--- src/rtl/resp_line_unpacker_pkg.sv ---
`default_nettype none
// ============================================================================
// Module      : resp_line_unpacker_pkg
// Description : Shared constants, state encoding and the length-clamp helper
//               for the response-line unpacker.
// Revision    : 1.0 - initial release
// ============================================================================
package resp_line_unpacker_pkg;

    localparam int WORDS_PER_LINE = 8;
    localparam int WORD_W         = 32;
    localparam int PTR_W          = 3;   // selects one of WORDS_PER_LINE words
    localparam int REM_W          = 4;   // holds 0..WORDS_PER_LINE

    localparam logic [0:0] ST_IDLE  = 1'b0;
    localparam logic [0:0] ST_DRAIN = 1'b1;

    // A request longer than one line would only revisit words already sent,
    // so the count is saturated at the number of words in a line.
    function automatic logic [REM_W-1:0] clamp_len(input logic [31:0] len);
        if (len > 32'(WORDS_PER_LINE)) begin
            return REM_W'(WORDS_PER_LINE);
        end
        return len[REM_W-1:0];
    endfunction

endpackage : resp_line_unpacker_pkg
`default_nettype wire

--- src/rtl/resp_data_get.sv ---
`default_nettype none
// ============================================================================
// Module      : resp_data_get
// Description : N:1 word-select mux over a packed line. Word k occupies
//               in[k*WORD_W +: WORD_W].
//   Ports     : in     - packed line (N*WORD_W bits)
//               in_num - index of the word to select
//               out    - selected word
// Revision    : 1.0 - initial release
// ============================================================================
module resp_data_get #(
    parameter int WORD_W = 32,
    parameter int N      = 8
) (
    input  logic [N*WORD_W-1:0]  in,
    input  logic [$clog2(N)-1:0] in_num,
    output logic [WORD_W-1:0]    out
);

    logic [WORD_W-1:0] w_words [N];

    for (genvar k = 0; k < N; k++) begin : g_word
        assign w_words[k] = in[k*WORD_W +: WORD_W];
    end

    assign out = w_words[in_num];

endmodule : resp_data_get
`default_nettype wire

--- src/rtl/resp_line_unpacker.sv ---
`default_nettype none
// ============================================================================
// Module      : resp_line_unpacker
// Description : Accepts one response line with a start word and word count,
//               then emits the selected words one per handshake, wrapping the
//               word pointer 7->0 and flagging the final word.
//   Ports     : clk, rst_n                       - clock, async active-low reset
//               in_valid/in_ready/in_data/
//               in_start/in_len                  - line request channel
//               out_valid/out_ready/out_data/
//               out_idx/out_last                 - word output channel
//               busy                             - a line is being drained
// Revision    : 1.0 - initial release
// ============================================================================
import resp_line_unpacker_pkg::*;

module resp_line_unpacker #(
    parameter int LINE_W = 256,
    parameter int WORD_W = 32,
    parameter int LEN_W  = 4
) (
    input  logic              clk,
    input  logic              rst_n,
    input  logic              in_valid,
    output logic              in_ready,
    input  logic [LINE_W-1:0] in_data,
    input  logic [2:0]        in_start,
    input  logic [LEN_W-1:0]  in_len,
    output logic              out_valid,
    input  logic              out_ready,
    output logic [WORD_W-1:0] out_data,
    output logic [2:0]        out_idx,
    output logic              out_last,
    output logic              busy
);

    logic [0:0]        state_q,     state_d;
    logic [PTR_W-1:0]  ptr_q,       ptr_d;
    logic [REM_W-1:0]  remaining_q, remaining_d;
    logic [LINE_W-1:0] line_q,      line_d;

    logic w_drain;
    logic w_out_hs;
    logic w_last_hs;
    logic w_accept;

    assign w_drain   = (state_q == ST_DRAIN);
    assign out_valid = w_drain;
    assign busy      = w_drain;
    assign out_idx   = ptr_q;
    assign out_last  = w_drain && (remaining_q == REM_W'(1));

    assign w_out_hs  = out_valid & out_ready;
    assign w_last_hs = w_out_hs & out_last;

    // Ready while idle, and also on the last handshake so the next line can
    // be loaded without a bubble (combinational out_ready -> in_ready path).
    assign in_ready  = ~w_drain | w_last_hs;
    assign w_accept  = in_valid & in_ready;

    always_comb begin
        state_d     = state_q;
        ptr_d       = ptr_q;
        remaining_d = remaining_q;
        line_d      = line_q;

        if (w_accept) begin
            // An accept takes priority: it either starts a fresh line or, when
            // it coincides with the last handshake, replaces the finished one.
            if (in_len == '0) begin
                state_d     = ST_IDLE;
                remaining_d = '0;
            end else begin
                state_d     = ST_DRAIN;
                line_d      = in_data;
                ptr_d       = in_start;
                remaining_d = clamp_len(32'(in_len));
            end
        end else if (w_out_hs) begin
            if (out_last) begin
                state_d     = ST_IDLE;
                remaining_d = '0;
            end else begin
                ptr_d       = ptr_q + PTR_W'(1);
                remaining_d = remaining_q - REM_W'(1);
            end
        end
    end

    always_ff @(posedge clk or negedge rst_n) begin
        if (!rst_n) begin
            state_q     <= ST_IDLE;
            ptr_q       <= '0;
            remaining_q <= '0;
            line_q      <= '0;
        end else begin
            state_q     <= state_d;
            ptr_q       <= ptr_d;
            remaining_q <= remaining_d;
            line_q      <= line_d;
        end
    end

    resp_data_get #(
        .WORD_W (WORD_W),
        .N      (WORDS_PER_LINE)
    ) u_word_mux (
        .in     (line_q),
        .in_num (ptr_q),
        .out    (out_data)
    );

endmodule : resp_line_unpacker
`default_nettype wire

--- config.mk ---
export PLATFORM = sky130hd
export DESIGN_NAME = resp_line_unpacker
export DESIGN_NICKNAME = d
export VERILOG_FILES = /design/src/rtl/resp_line_unpacker_pkg.sv /design/src/rtl/resp_data_get.sv /design/src/rtl/resp_line_unpacker.sv
export SDC_FILE = /design/constraint.sdc
export NUM_CORES = 1
export LEC_CHECK = 0
export ABC_AREA = 0
export CELL_PAD_IN_SITES_DETAIL_PLACEMENT = 0
export CELL_PAD_IN_SITES_GLOBAL_PLACEMENT = 1
export CORE_MARGIN = 3
export CORE_UTILIZATION = 44
export DETAILED_ROUTE_END_ITERATION = 6
export HOLD_SLACK_MARGIN = 0.03
export PLACE_DENSITY = 0.87
export SLEW_MARGIN = 5
export SYNTH_ARGS = -nofsm -noshare
export SYNTH_HDL_FRONTEND = slang
export SYNTH_SLANG_ARGS = --single-unit
--- constraint.sdc ---
create_clock -name clk -period 4.3 [get_ports clk]
set_clock_uncertainty 0.05 [all_clocks]
set_input_delay 0.645 -clock clk [delete_from_list [all_inputs] [get_ports clk]]
set_output_delay 0.645 -clock clk [all_outputs]
set_load 0.005 [all_outputs]
==> metrics.cfg, run 1 <==
[logic_synthesis]
synth-seq-cells = 264
synthAdderAreaFrac_pct = 0.3095
async_flop_share_pct = 100.0
synth-compound-area-share_pct = 1.661
yosys.area.top_type = dfrtp_1
synth-simple-area-share_pct = 0.9285
synth_top_family_by_area = multiplexers
synth-xor-area-share_pct = 0
yosysMostFrequentCell = mux2_2
ys_warn_count = 0
synth_nets = 985
synth.distinct_cells = 38
muxShareOfSynthArea_pct = 39.02
synth_common_cells = mux2_2 (290), dfrtp_1 (264), mux4_2 (64)
dominantRegCellSynth = dfrtp_1
synth_cells = 715
avgSynthCellArea_sq_um = 16.96
synth_edf_count = 0
seq_area_frac_synth_pct = 54.47
synth_area_leaders = dfrtp_1 (54%), mux2_2 (27%), mux4_2 (12%)
synth_area_sq_um = 12130
synth_top_area_share_pct = 54.47

[setup_path]
criticalPathCategory = register to output pin
arrival_ns = 2.82
startpoint = out_idx[0]$_DFFE_PN0P_
crit_slowest_cell = dfrtp_4
slowest_delay_ns = 0.64
regToRegStartpoint = remaining_q[1]$_DFFE_PN0P_
cp_top_family = multiplexers
cp-start-kind = register
critPathBufInv = 2
worstPathCellList = buf_4 > mux4_2 > mux2_2 > clkdlybuf4s50_1
endpoint_kind = output pin
critical_path.max_fanout = 16
worstPathRequired_ns = 3.61

[global_route]
met3_usage_pct = 6.219
antenna_found_initial = 1
grt_pass1_wl_um = 43990
grt_remaining_overflow = 0
grtUsageMet1_pct = 24.17
grt_start_max_net_pins = 115
grt_use_met2_pct = 32.26
grt_pass1_vias = 7963
top_usage_layer = met2
grt_usage_pct = 19.03

[outcome]
status = completed

[sta]
relSlewSlack_pct = 27.36
setup_viol = 0
setup_slack_ns = 0.7808
post-route-period-util_pct = 81.84
rsz0062_at_grt = no
drv_slew = 0
holdWs_ns = 0.1241
tns_ns = 0
hold_viol = 0
min_period_ns = 3.519
fmax_mhz = 284.2
worst_slew_pin_slew_ns = 1.090

[clock_tree]
numCtsBuffers = 29
path_clk_slew_ns = 0.06
hold_buffers = 0
clock-root-buffer = clkbuf_16
clock-sinks = 264
postCtsResizedCells = 0
insertion_delay_ns = 0.54
cts_tree = yes
clockBufferDepth = 3
cts_setup_buffers = 0
cts_max_level = 1

[floorplanning]
coreArea_sq_um = 27030
chipHeight_um = 172.0
initial_utilization_pct = 44.88
fp.dieArea_sq_um = 29590
rows = 60
io_pins = 306
die_x_um = 172.0

[power]
p_int_w = 0.008700
clkPwrFrac_pct = 20.1
swShare_pct = 27.99
p_switching_w = 0.003382
power_leakage_nw = 6.556
seqPwrFrac_pct = 38.2
ir_drop_mv = 0.3728
powerDensity_nw_per_um2 = 739.7
total_power_w = 0.01208
combinationalPowerShare_pct = 41.7

[placed_design]
pre_cts_slack_ns = 1.228
portBuffers = 305
gp_congestion = 0.7611
dpl.hpwl_um = 19790

[route]
detail_route.iter0.violations = 377
antenna_left = 0
first_pass_iters = 4
drc = 0
routed_wl_um = 28570
vias = 7289
viasPerCell = 5.282
avgRoutedWirePerCell_um = 20.70

[final_layout]
syn2layout_area_growth_pct = 34.68
fin_nets = 1287
diodes = 0
drive_gt1_share_pct = 41.00

[run]
cap_violations = 0

[min_path]
hp-class = input pin to async pin

[placed cells by master (no fill, tap or decap), types with 5 or more instances in the layout]
cell | Yosys | routed
buf_12 | 0 | 7
buf_4 | 6 | 8
clkbuf_1 | 6 | 6
clkbuf_16 | 0 | 29
clkbuf_8 | 0 | 5
clkdlybuf4s50_1 | 0 | 304
clkinv_2 | 0 | 10
dfrtp_1 | 264 | 261
mux2_2 | 290 | 290
mux4_2 | 64 | 64
nand2_1 | 6 | 6
[logic make-up after synthesis]
group	Yosys count
AND/OR/NAND/NOR	18
multiplexers	356
AO/OA/AOI/OAI	21
buffers and inverters	53
adder cells (fa/ha/maj)	3
flip-flops	264
[power groups by stage]
stage / clock (W) / sequential [W] / combinational [W]
4_1_cts: 0.00252 / 0.00465 / 0.00513
2_1_floorplan: 0 / 0.00421 / 0.00371
3_3_place_gp: 0 / 0.00463 / 0.00500
3_5_place_dp: 0 / 0.00468 / 0.00509
6_report: 0.00243 / 0.00462 / 0.00504
5_1_grt: 0.00261 / 0.00481 / 0.00543
[final timing paths]
| path | endpoint | slack [ns] | depth (start not counted) |
|---|---|---|---|
| setup / recovery | out_data[10] | 0.78 | 4 |
| hold / removal | line_q[181]$_DFFE_PN0P_ | 0.12 | 1 |
| setup reg to reg | line_q[23]$_DFFE_PN0P_ | 1.73 | 6 |
| hold reg to reg | line_q[86]$_DFFE_PN0P_ | 0.45 | 1 |
| max in group asynchronous | line_q[100]$_DFFE_PN0P_ | 3.09 | 2 |
| min in group clk | line_q[86]$_DFFE_PN0P_ | 0.45 | 1 |
[metal layers]
metal  vias to the layer above  wire length (um)
li1                       3289                 -
met1                      3730             11580
met2                       229             13950
met3                        39              2541
met4                         2               481
met5                         -                13
[flip-flops by register name, indices dropped and copies added, names as in the netlist]
signal / flops
busy: 1
line_q: 256
out_idx: 3
remaining_q: 4
[through the flow]
step                instances  utilization, %  area [sq um]
CTS                      1380           60.44         16330
floorplan                 715               -         12130
global route             1380           60.44         16330
detailed placement       1327           56.98         15400
global placement         1327           56.98         15400
finish                   1380           60.44         16330
[final cells by class]
type                            instances  area, sq um
Fill cell                            2058        10690
Sequential cell                       264         6615
Multi-Input combinational cell        398         5084
Timing Repair Buffer                  320         3258
Clock buffer                           40        817.0
Tap cell                              341        426.7
Clock inverter                         13        118.9
Inverter                                4        15.01
(Power assumes the default switching activity.)
==> run 2: changes to the inputs <==
- CORE_UTILIZATION: 44 -> 37
- PLACE_DENSITY: 0.87 -> 0.78
- clock period: 4.3 -> 3 ns (I/O delays scaled with it)
==> run 2 against run 1 <==
Compared with the run above: clock power increased by 52%; worst setup slack got worse by 0.72 ns; hold slack improved by 0.30 ns; power increased by 48%; largest cell class unchanged.
==> metrics.cfg, run 2 (synthesis results as in run 1) <==
[outcome]
status = completed

[final_layout]
regArea_sq_um = 6615  ; unchanged
fill_cells = 2651  ; +29%
fin_area_sq_um = 17010  ; +4.2%
largest-register = line_q
finish.utilization_pct = 53.23  ; -7.2 points
multiInputGateArea_sq_um = 5095  ; +0.22%
syn2layout_area_growth_pct = 40.29
drive_gt1_share_pct = 42.76  ; +1.8 points
diodes = 0  ; unchanged
fin_nets = 1320  ; +2.6%
final_common_cell = mux2_2
instances_no_fill = 1506  ; +9.1%
largest_reg_flops = 256  ; unchanged
layout_common_cells = mux2_2 (287), clkdlybuf4s50_1 (272), dfrtp_1 (261)

[setup_path]
arrival_ns = 2.44  ; -0.38 ns
criticalPathCategory = register to output pin
cp-start-kind = register
worstPathRequired_ns = 2.50  ; -1.11 ns
endpoint_kind = output pin
critical_path.max_fanout = 7  ; -9

[placed_design]
pre_cts_slack_ns = 0.3226  ; -0.9054 ns
placed_cells = 1435  ; +8.1%
gp_congestion = 0.7768  ; +2.1%
dpl.hpwl_um = 22100  ; +12%
portBuffers = 305  ; unchanged
place_area_sq_um = 15700  ; +1.9%

[sta]
min_period_ns = 2.936
rsz0062_at_grt = yes
setup_viol = 0  ; unchanged
drv_slew = 0  ; unchanged
setup_slack_ns = 0.06419  ; -0.7166 ns
hold_viol = 0  ; unchanged
worst_slew_pin_slew_ns = 0.7381  ; -0.3515 ns
fmax_mhz = 340.6
post-route-period-util_pct = 97.86
tns_ns = 0  ; unchanged
relSlewSlack_pct = 50.79  ; +23 points

[min_path]
hp-class = input pin to async pin

[floorplanning]
fp.dieArea_sq_um = 34990  ; +18%
chipHeight_um = 187.0  ; +8.7%
die_x_um = 187.0  ; +8.7%
rows = 65  ; +8.3%
io_pins = 306  ; unchanged
initial_utilization_pct = 37.94  ; -6.9 points
coreArea_sq_um = 31960  ; +18%

[global_route]
grt_remaining_overflow = 0  ; unchanged
grt_start_max_net_pins = 87  ; -24%
grt_pass1_wl_um = 49170  ; +12%
grt_usage_pct = 17.79  ; -1.2 points
grt_pass1_vias = 8304  ; +4.3%
antenna_found_initial = 1  ; unchanged

[route]
avgRoutedWirePerCell_um = 20.72  ; +0.10%
first_pass_iters = 4  ; unchanged
drc = 0  ; unchanged
vias = 7470  ; +2.5%
routed_wl_um = 31210  ; +9.2%
detail_route.iter0.violations = 278  ; -26%
antenna_left = 0  ; unchanged
viasPerCell = 4.960  ; -6.1%

[clock_tree]
cts_max_level = 1  ; unchanged
insertion_delay_ns = 0.55  ; about the same
clockBufferDepth = 3  ; unchanged
clock-sinks = 264  ; unchanged
numCtsBuffers = 30  ; +3.4%
clock-root-buffer = clkbuf_16
path_clk_slew_ns = 0.06  ; about the same
cts_tree = yes

[power]
powerDensity_nw_per_um2 = 1054  ; +42%
power_leakage_nw = 6.923  ; +5.6%
ir_drop_mv = 0.5415  ; +45%

[run]
cap_violations = 0  ; unchanged

==> run 2: cell types whose count changed in the layout (fill, tap and decap cells not counted), sizes merged <==
cell / previous run / this run
dlygate4sd2: 0 / 17
clkdlybuf4s15: 0 / 10
dlymetal6s2s: 0 / 5
clkbuf: 40 / 48
dlygate4sd3: 0 / 1
clkinv: 10 / 4
inv: 5 / 4
buf: 16 / 46
clkdlybuf4s50: 304 / 272
==> run 2: power by group <==
part	total [W]	internal (W)	leakage [nW]	switching, W
Combinational	0.00777	0.00520	3.31	0.00258
Sequential	0.00646	0.00541	3.11	0.00105
Clock	0.00369	0.00229	0.505	0.00141
Total	0.0179	0.0129	6.92	0.00503
==> run 2: worst paths after layout <==
check,slack (ns),cells after the start,end,from
min reg2reg,0.45,1,line_q[192]$_DFFE_PN0P_,line_q[192]$_DFFE_PN0P_
max in group asynchronous,1.64,3,line_q[104]$_DFFE_PN0P_,rst_n
max,0.06,6,out_data[23],out_idx[0]$_DFFE_PN0P_
min in group clk,0.45,1,line_q[192]$_DFFE_PN0P_,line_q[192]$_DFFE_PN0P_
min,0.42,2,line_q[68]$_DFFE_PN0P_,rst_n
max reg2reg,0.78,7,line_q[117]$_DFFE_PN0P_,remaining_q[1]$_DFFE_PN0P_
==> run 2: area by class of cell <==
class | count | share of cell area (%)
sequential | 264 | 38.88
multi-input combinational | 398 | 29.95
timing repair buffer | 352 | 21.92
clock buffer | 47 | 5.501
tap | 435 | 3.199
clock inverter | 6 | 0.4707
inverter | 4 | 0.08825
==> run 2: critical path: stages, from the launching register on <==
cell and delay (ns):
dfrtp_4 0.52, buf_12 0.15, buf_6 0.12, buf_16 0.14, mux4_2 0.42, mux2_2 0.27, dlygate4sd2_1 0.26
==> run 2: routing by layer <==
layer	share of wire, %	wire length [um]	vias up	global-route usage, %
met1	42	13040	3820	22.49
met3	7.3	2263	37	5.510
met4	1.7	525	2	3.431
met5	0.042	13	-	0
met2	49	15370	236	30.48
li1	-	-	3375	-
==> run 2: timing repair <==
item                                   4_1_cts  5_1_grt
setup buffers                               12        1
endpoints found under the hold margin       78        0
hold buffers                                 1        0
setup endpoints to repair                   29       10
cloned                                       3        1
gates resized for setup                     44       17
==> run 2: per-stage QoR <==
step / total power (W) / hold WS (ns)
2_1_floorplan: 0.01135 / 0.1044
3_3_place_gp: 0.01402 / 0.4348
3_5_place_dp: 0.01421 / 0.4409
4_1_cts: 0.01810 / 0.4297
5_1_grt: 0.01906 / 0.4320
6_report: 0.01793 / 0.4236
==> run 3: changes to the inputs <==
- CTS_CLUSTER_DIAMETER: default -> 40
==> run 3 against run 2 <==
Compared with the run above: first-iteration DRC count is 7.6% higher; non-clock buffer count is 3 higher; sequential share of layout area is 0.92 points lower; wire length is 0.28% lower; maximum frequency hardly changed; cell area is 2.4% higher; via count is 1.5% higher; core utilization is 1.3 points higher; sequential power hardly changed; critical path type unchanged; critical endpoint is now out_data[24]; largest power group unchanged.
==> metrics.cfg, run 3 (synthesis results as in run 1) <==
[power]
ir_drop_mv = 0.6242  ; +15%
powerDensity_nw_per_um2 = 1099  ; +4.3%
power_leakage_nw = 7.096  ; +2.5%

[global_route]
grt_pass1_wl_um = 49630  ; +0.94%
grt_usage_pct = 17.99  ; +0.20 points
antenna_found_initial = 1  ; unchanged
grt_pass1_vias = 8442  ; +1.7%
grt_remaining_overflow = 0  ; unchanged
grt_start_max_net_pins = 87  ; unchanged

[clock_tree]
path_clk_slew_ns = 0.05  ; about the same
numCtsBuffers = 41  ; +37%
cts_tree = yes
cts_max_level = 2  ; +1
clock-root-buffer = clkbuf_16
insertion_delay_ns = 0.51  ; -0.04 ns
clockBufferDepth = 3  ; unchanged
clock-sinks = 264  ; unchanged

[sta]
drv_slew = 0  ; unchanged
relSlewSlack_pct = 50.91  ; +0.12 points
post-route-period-util_pct = 97.86  ; about the same
hold_viol = 0  ; unchanged
min_period_ns = 2.936  ; -0.00002730 ns
setup_viol = 0  ; unchanged
worst_slew_pin_slew_ns = 0.7363  ; -0.001824 ns
tns_ns = 0  ; unchanged
fmax_mhz = 340.6  ; about the same
rsz0062_at_grt = yes

[setup_path]
cp_num_cells = 6  ; unchanged
criticalPathCategory = register to output pin
worstPathCellList = buf_6 > buf_12 > buf_16 > mux4_2 > mux2_2 > dlygate4sd2_1
r2r_cells = 7  ; unchanged
regToRegStartpoint = remaining_q[1]$_DFFE_PN0P_
rrSetupSlack_ns = 0.75  ; -0.03 ns
critPathBufInv = 4  ; unchanged
worstPathRequired_ns = 2.50  ; about the same
cp_top_family = multiplexers
crit_end = out_data[24]
reg2reg_to = line_q[212]$_DFFE_PN0P_
crit_slowest_cell = mux4_2
endpoint_kind = output pin
critical_path.max_fanout = 14  ; +7
startpoint = out_idx[0]$_DFFE_PN0P_
slowest_delay_ns = 0.52  ; about the same
arrival_ns = 2.44  ; about the same
cp-start-kind = register

[final_layout]
diodes = 0  ; unchanged
finish.utilization_pct = 54.52  ; +1.3 points
largest-register = line_q
layout_common_cells = mux2_2 (289), clkdlybuf4s50_1 (278), dfrtp_1 (261)
syn2layout_area_growth_pct = 43.67
largest_reg_flops = 256  ; unchanged
final_common_cell = mux2_2
fin_nets = 1334  ; +1.1%
drive_gt1_share_pct = 43.74  ; +0.98 points

[floorplanning]
chipHeight_um = 187.0  ; unchanged
die_x_um = 187.0  ; unchanged
io_pins = 306  ; unchanged
coreArea_sq_um = 31960  ; unchanged
fp.dieArea_sq_um = 34990  ; unchanged
initial_utilization_pct = 37.94  ; unchanged
rows = 65  ; unchanged

[min_path]
hp-class = register to register

[placed_design]
gp_congestion = 0.7768  ; unchanged
portBuffers = 305  ; unchanged
dpl.hpwl_um = 22100  ; unchanged

[route]
drc = 0  ; unchanged
vias = 7579  ; +1.5%
antenna_left = 0  ; unchanged
detail_route.iter0.violations = 299  ; +7.6%
first_pass_iters = 4  ; unchanged
routed_wl_um = 31120  ; -0.28%
viasPerCell = 4.954  ; -0.13%
avgRoutedWirePerCell_um = 20.34  ; -1.8%

[outcome]
status = completed

[run]
cap_violations = 0  ; unchanged

run 3: cell count changes in the layout (fill, tap and decap cells not counted), sizes merged:
cell           previous run  this run
clkdlybuf4s50           272       278
buf                      46        50
dlymetal6s2s              5         4
bufinv                    2         6
clkinv                    4         3
clkinvlp                  0         3
clkdlybuf4s15            10         7
clkbuf                   48        59
dlygate4sd2              17        15
inv                       4         7
run 3: worst min-delay path by stage:
stage / from / end / slack (ns) / cells past startpoint
3_5_place_dp: line_q[111]$_DFFE_PN0P_ / line_q[111]$_DFFE_PN0P_ / 0.44 / 1
3_3_place_gp: line_q[91]$_DFFE_PN0P_ / line_q[91]$_DFFE_PN0P_ / 0.43 / 1
5_1_grt: line_q[90]$_DFFE_PN0P_ / line_q[90]$_DFFE_PN0P_ / 0.46 / 1
4_1_cts: line_q[111]$_DFFE_PN0P_ / line_q[111]$_DFFE_PN0P_ / 0.45 / 1
6_report: line_q[192]$_DFFE_PN0P_ / line_q[192]$_DFFE_PN0P_ / 0.45 / 1
2_1_floorplan: rst_n / busy$_DFFE_PN0P_ / 0.10 / 0
run 3: cell type report:
type / instances / area (sq um)
flip-flops and latches: 264 / 6615
clock inverters: 15 / 244.0
well taps: 435 / 544.3
fillers: 2616 / 14540
repair buffers: 355 / 3702
clock buffers: 59 / 1216
multi-input cells: 398 / 5087
inverters: 4 / 15.01
run 3: timing repair:
item,in CTS,in global routing
setup endpoints to repair,29,8
buffers inserted,7,11
gates cloned,2,0
hold endpoints to repair,78,0
gates resized for setup,25,15
hold buffers,1,0
run 3: worst register-to-register path: stages (launching register included):
cell and delay [ns]:
dfrtp_1 0.40, inv_1 0.08, ha_1 0.24, nand4bb_4 0.17, a21oi_4 0.25, buf_12 0.29, buf_4 0.28, mux2_2 0.36
run 3: layer usage:
metal	vias up	share of wire (%)	track usage (%)
met3	54	7.8	5.978
met1	3866	42	22.71
met4	2	1.8	4.071
met2	245	49	30.27
met5	-	0.042	0
li1	3412	-	-
run 3: metrics by stage:
| step | total power (W) | std cells | hold WS [ns] | cell area, sq um | worst slack [ns] |
|---|---|---|---|---|---|
| floorplan | 0.01135 | 715 | 0.1044 | 12130 | 0.8464 |
| global placement | 0.01402 | 1435 | 0.4348 | 15700 | 0.3513 |
| detailed placement | 0.01421 | 1435 | 0.4409 | 15700 | 0.3226 |
| CTS | 0.01930 | 1519 | 0.4507 | 17290 | -0.1089 |
| global route | 0.02033 | 1530 | 0.4615 | 17420 | -0.02818 |
| finish | 0.01915 | 1530 | 0.4469 | 17420 | 0.06422 |
run 3: power by group:
part	internal (W)	switching [W]
logic	0.00519	0.00257
registers	0.00542	0.00102
clock network	0.00333	0.00163
total	0.0139	0.00521
==> patch 1, RTL diff (flow settings as in run 1) <==
Change the parameter `LEN_W` from 4 to 8.
--- a/src/rtl/resp_line_unpacker.sv
+++ b/src/rtl/resp_line_unpacker.sv
@@ -17,7 +17,7 @@
 module resp_line_unpacker #(
     parameter int LINE_W = 256,
     parameter int WORD_W = 32,
-    parameter int LEN_W  = 4
+    parameter int LEN_W  = 8
 ) (
     input  logic              clk,
     input  logic              rst_n,
Interface: changed (resized in_len); port bits go from 306 to 310. The function was not compared with the original's and may differ.
==> patch 1 against run 1 <==
- non-clock buffer count grew 9
- total power increased by 5.6%
- cell count up 4.3%
- sequential cell count did not move
- wire length grew 4.7%
- area after synthesis is 7.3% higher
- die area rose by 7.1%
- setup slack lost 0.24 ns
- register-to-register slack got worse by 0.31 ns
- final area up 5.5%
==> patch 1: results (changes against run 1) <==
* Initial antenna violation count at 0 (-1)
* Largest net degree at the start of global routing at 103 (-10%)
* Worst Max-Slew Pin Slew at 0.775 ns (-0.315 ns)
* Vias in the first global route at 8,243 (+3.5%)
* Synth Net Count at 995 (+1.0%)
* Share of cells above drive strength 1 at 37.5% (-3.5 points)
* Post-synth top cells: 264 x dfrtp_1, 200 x mux2_4, 64 x mux4_2, 61 x mux2_2, 29 x mux2_1
* Crit Reg-Reg Endpoint: line_q[177]
* Status: completed
* First-pass GRT wire length at 46,600 µm (+5.9%)
* GPL Wtd Cong at 0.781 (+2.6%)
* Post-route non-filler standard cell count at 1,440 (+4.3%)
* Core area at 28,900 µm² (+7.1%)
* Final WL at 29,900 µm (+4.7%)
* Mux contribution to synthesized area at 42.1% (+3.1 points)
* P&R area growth vs syn at 32.4%
* Fill count at 2,205 (+7.1%)
* DR iter-0 viols at 340 (-9.8%)
* Footprint of the multi-input gates at 5800 µm² (+14%)
* Peak VDD IR at 0.000337 V (-9.7%)
* Compound-Gate Fraction of Synth Area at 1.04% (-0.62 points)
* Top post-synthesis cells by area: dfrtp_1 51%, mux2_4 23%, mux4_2 11%
* Inverter count at 5 (+1)
* DP HPWL at 20,800 µm (+5.1%)
* Vias at 7,341 (+0.71%)
* Dpl ws at 0.828 ns (-0.400 ns)
* ClkCell Share at 5.55% (-0.18 points)
* CP Max Fanout at 34 (+18)
* CP Data Arrival Time at 3.07 ns (+0.25 ns)
* Adder-cell area share of the yosys netlist at 0.288% (-0.021 points)
* Worst hold margin at 0.108 ns (-0.0156 ns)
* Num CTS Buffers at 30 (+3.4%)
* Bufs w/o clock at 329 (+2.8%)
-- patch 1: cell types whose count changed in the layout (fill, tap and decap cells not counted), moves of 4 or more --
cell	change
mux2_2	-229
mux2_4	+199
mux2_1	+29
clkbuf_1	+6
clkdlybuf4s50_1	+4
-- patch 1: metal layers --
metal  track usage [%]  share of wire, %  vias to the layer above
li1                  -                 -                     3316
met1              26.5                44                     3766
met2              29.9                48                      210
met3              3.41               5.4                       49
met4              5.73               2.9                        0
met5                 0                 0                        -
-- patch 1: worst max-delay path by stage --
stage / cells past startpoint / slack (ns) / endpoint
finish: 4 / 0.54 / out_data[20]
global route: 4 / 0.36 / out_data[20]
CTS: 4 / 0.45 / out_data[20]
detailed placement: 6 / 0.83 / line_q[210]
global placement: 6 / 0.86 / line_q[213]
floorplan: 5 / 1.67 / out_data[10]
-- patch 1: power by group --
group | internal, mW | switching (mW)
combinational | 3.99 | 1.65
clock | 1.49 | 0.978
sequential | 3.77 | 0.876
==> patch 2, RTL diff (settings of run 1) <==
Made on the original files. Make the reset (`rst_n`) synchronous in one clocked block. Comments in the files are not updated.
--- a/src/rtl/resp_line_unpacker.sv
+++ b/src/rtl/resp_line_unpacker.sv
@@ -87,7 +87,7 @@
         end
     end
 
-    always_ff @(posedge clk or negedge rst_n) begin
+    always_ff @(posedge clk) begin
         if (!rst_n) begin
             state_q     <= ST_IDLE;
             ptr_q       <= '0;
Behaviour: differs if rst_n is asserted again (counterexample within 4 cycles, from zero or initial values and one cycle with rst_n low); with rst_n held inactive, the same outputs for 4 cycles.
==> patch 2 against run 1 <==
- wire length rose by 27%
- final area fell by 3.2%
- cell count rose by 38%
- die area fell by 4.2%
- non-clock buffer count rose by 4
- critical path depth did not move
- setup slack got worse by 0.056 ns
- largest cell class is now multi-input combinational cells
- sequential cell count did not move
- critical path type unchanged
- register-to-register slack improved by 0.10 ns
- core utilization rose by 1.4 points
- sequential share of layout area fell by 7.0 points
- global-route usage rose by 5.4 points
- area after synthesis fell by 4.4%
Power is not compared: it rests on default switching activity, and its combinational part moved more than twofold at a synthesized area within 25%.
==> patch 2: results (changes against run 1) <==
* FFs w/ async S/R, synth at 0% (-100 points)
* #MultiIn Comb at 922 (+130%)
* Clk pwr share at 41.0%
* Post-Synth XOR/XNOR Area at 0% (unchanged)
* Dpl ws at 1.27 ns (+0.0382 ns)
* Footprint of the multi-input gates at 5730 µm² (+13%)
* Top post-synthesis cells by area: dfxtp_1 46%, nand3_1 22%, mux4_2 12%
* Adder-cell area share of the yosys netlist at 0.324% (+0.014 points)
* Reg area at 5290 µm² (-20%)
* R2R Path Start: remaining_q[0]
* Worst Max-Slew Pin Slew at 1.06 ns (-0.0333 ns)
* Multi-input combinational area share at 36.2% (+5.1 points)
* Tot GR Track Use at 24.4% (+5.4 points)
* Most flop-heavy register: line_q
* DP HPWL at 25,200 µm (+28%)
* DR iter-0 viols at 864 (+130%)
* Final WL at 36,300 µm (+27%)
* Vias at 10,504 (+44%)
* Main synth FF type: dfxtp_1
* CP Max Fanout at 22 (+6)
* Clock buf count at 37 (-7.5%)
* Bufs w/o clock at 324 (+1.3%)
* Unique masters post-synth at 38 (unchanged)
* Synth Net Count at 1,596 (+62%)
* First-pass GRT wire length at 55,400 µm (+26%)
* Synth Warn # at 0 (unchanged)
* ANT cells at 3 (+3)
* Cell family with most CP delay: buffers and inverters
* CP peak stage delay at 0.56 ns (-0.08 ns)
* Sink Count at 264 (unchanged)
* Residual DRC at 0 (unchanged)
* Critical path's slowest cell: mux4_2
* Initial antenna violation count at 7 (+6)
* GPL Wtd Cong at 0.905 (+19%)
* Status: completed
* Share of cells above drive strength 1 at 10.8% (-30 points)
* DP Area at 14,800 µm² (-4.1%)
* Layout non-clock buf frac at 21.0% (+1.0 points)
* Critical path origin: out_idx[0]
* Postcts setup bufs at 0 (unchanged)
* Vias in the first global route at 10,173 (+28%)
* Post-synth top cells: 514 x nand3_1, 267 x nand2_1, 264 x dfxtp_1, 64 x mux4_2, 61 x buf_2
* Power Total at 6.52 mW
* Mux contribution to synthesized area at 15.7% (-23 points)
* Vias per cell at 5.53 (+4.7%)
* Post-synthesis sequential area ratio at 45.6% (-8.9 points)
* Inverter count at 6 (+2)
* N_taps at 330 (-3.2%)
* Compound-Gate Fraction of Synth Area at 1.43% (-0.23 points)
* DP Cell Count at 1,846 (+39%)
* ClkCell Share at 6.53% (+0.80 points)
* Syn avg cell area at 8.75 µm² (-48%)
* Fill count at 2,257 (+9.7%)
* Num CTS Buffers at 29 (unchanged)
* Root cell of the clock tree: clkbuf_16
* DRT Pass-1 Iters at 5 (+1)
* Worst Hold Class: reg2reg
* Largest net degree at the start of global routing at 165 (+43%)
==> patch 2: cell count changes in the layout (fill, tap and decap cells not counted), moves of 3 or more <==
cell	run 1	this run
nand2b_1	4	1
o21ai_0	2	6
nand2_1	6	267
clkinv_2	10	2
nand3_1	2	514
bufinv_16	2	6
nor2_1	1	5
dfrtp_1	261	0
dfxtp_1	0	261
diode_2	0	3
clkinvlp_4	0	3
mux2_2	290	33
==> patch 2: routing by layer <==
layer / track usage (%) / routed length [µm] / vias up
li1: - / - / 5134
met1: 29.3 / 14100 / 4938
met2: 42.7 / 18200 / 359
met3: 5.75 / 2670 / 65
met4: 8.89 / 1320 / 8
met5: 0 / 57 / -
==> patch 2: path summary, 6_finish.rpt <==
path                                    end  slack (ns)  depth (start not counted)
worst max register to register   line_q[57]        1.83                          7
worst min register to register  line_q[215]        0.39                          2
worst max-delay path            out_data[3]        0.72                          4
worst min-delay path            line_q[215]        0.39                          2
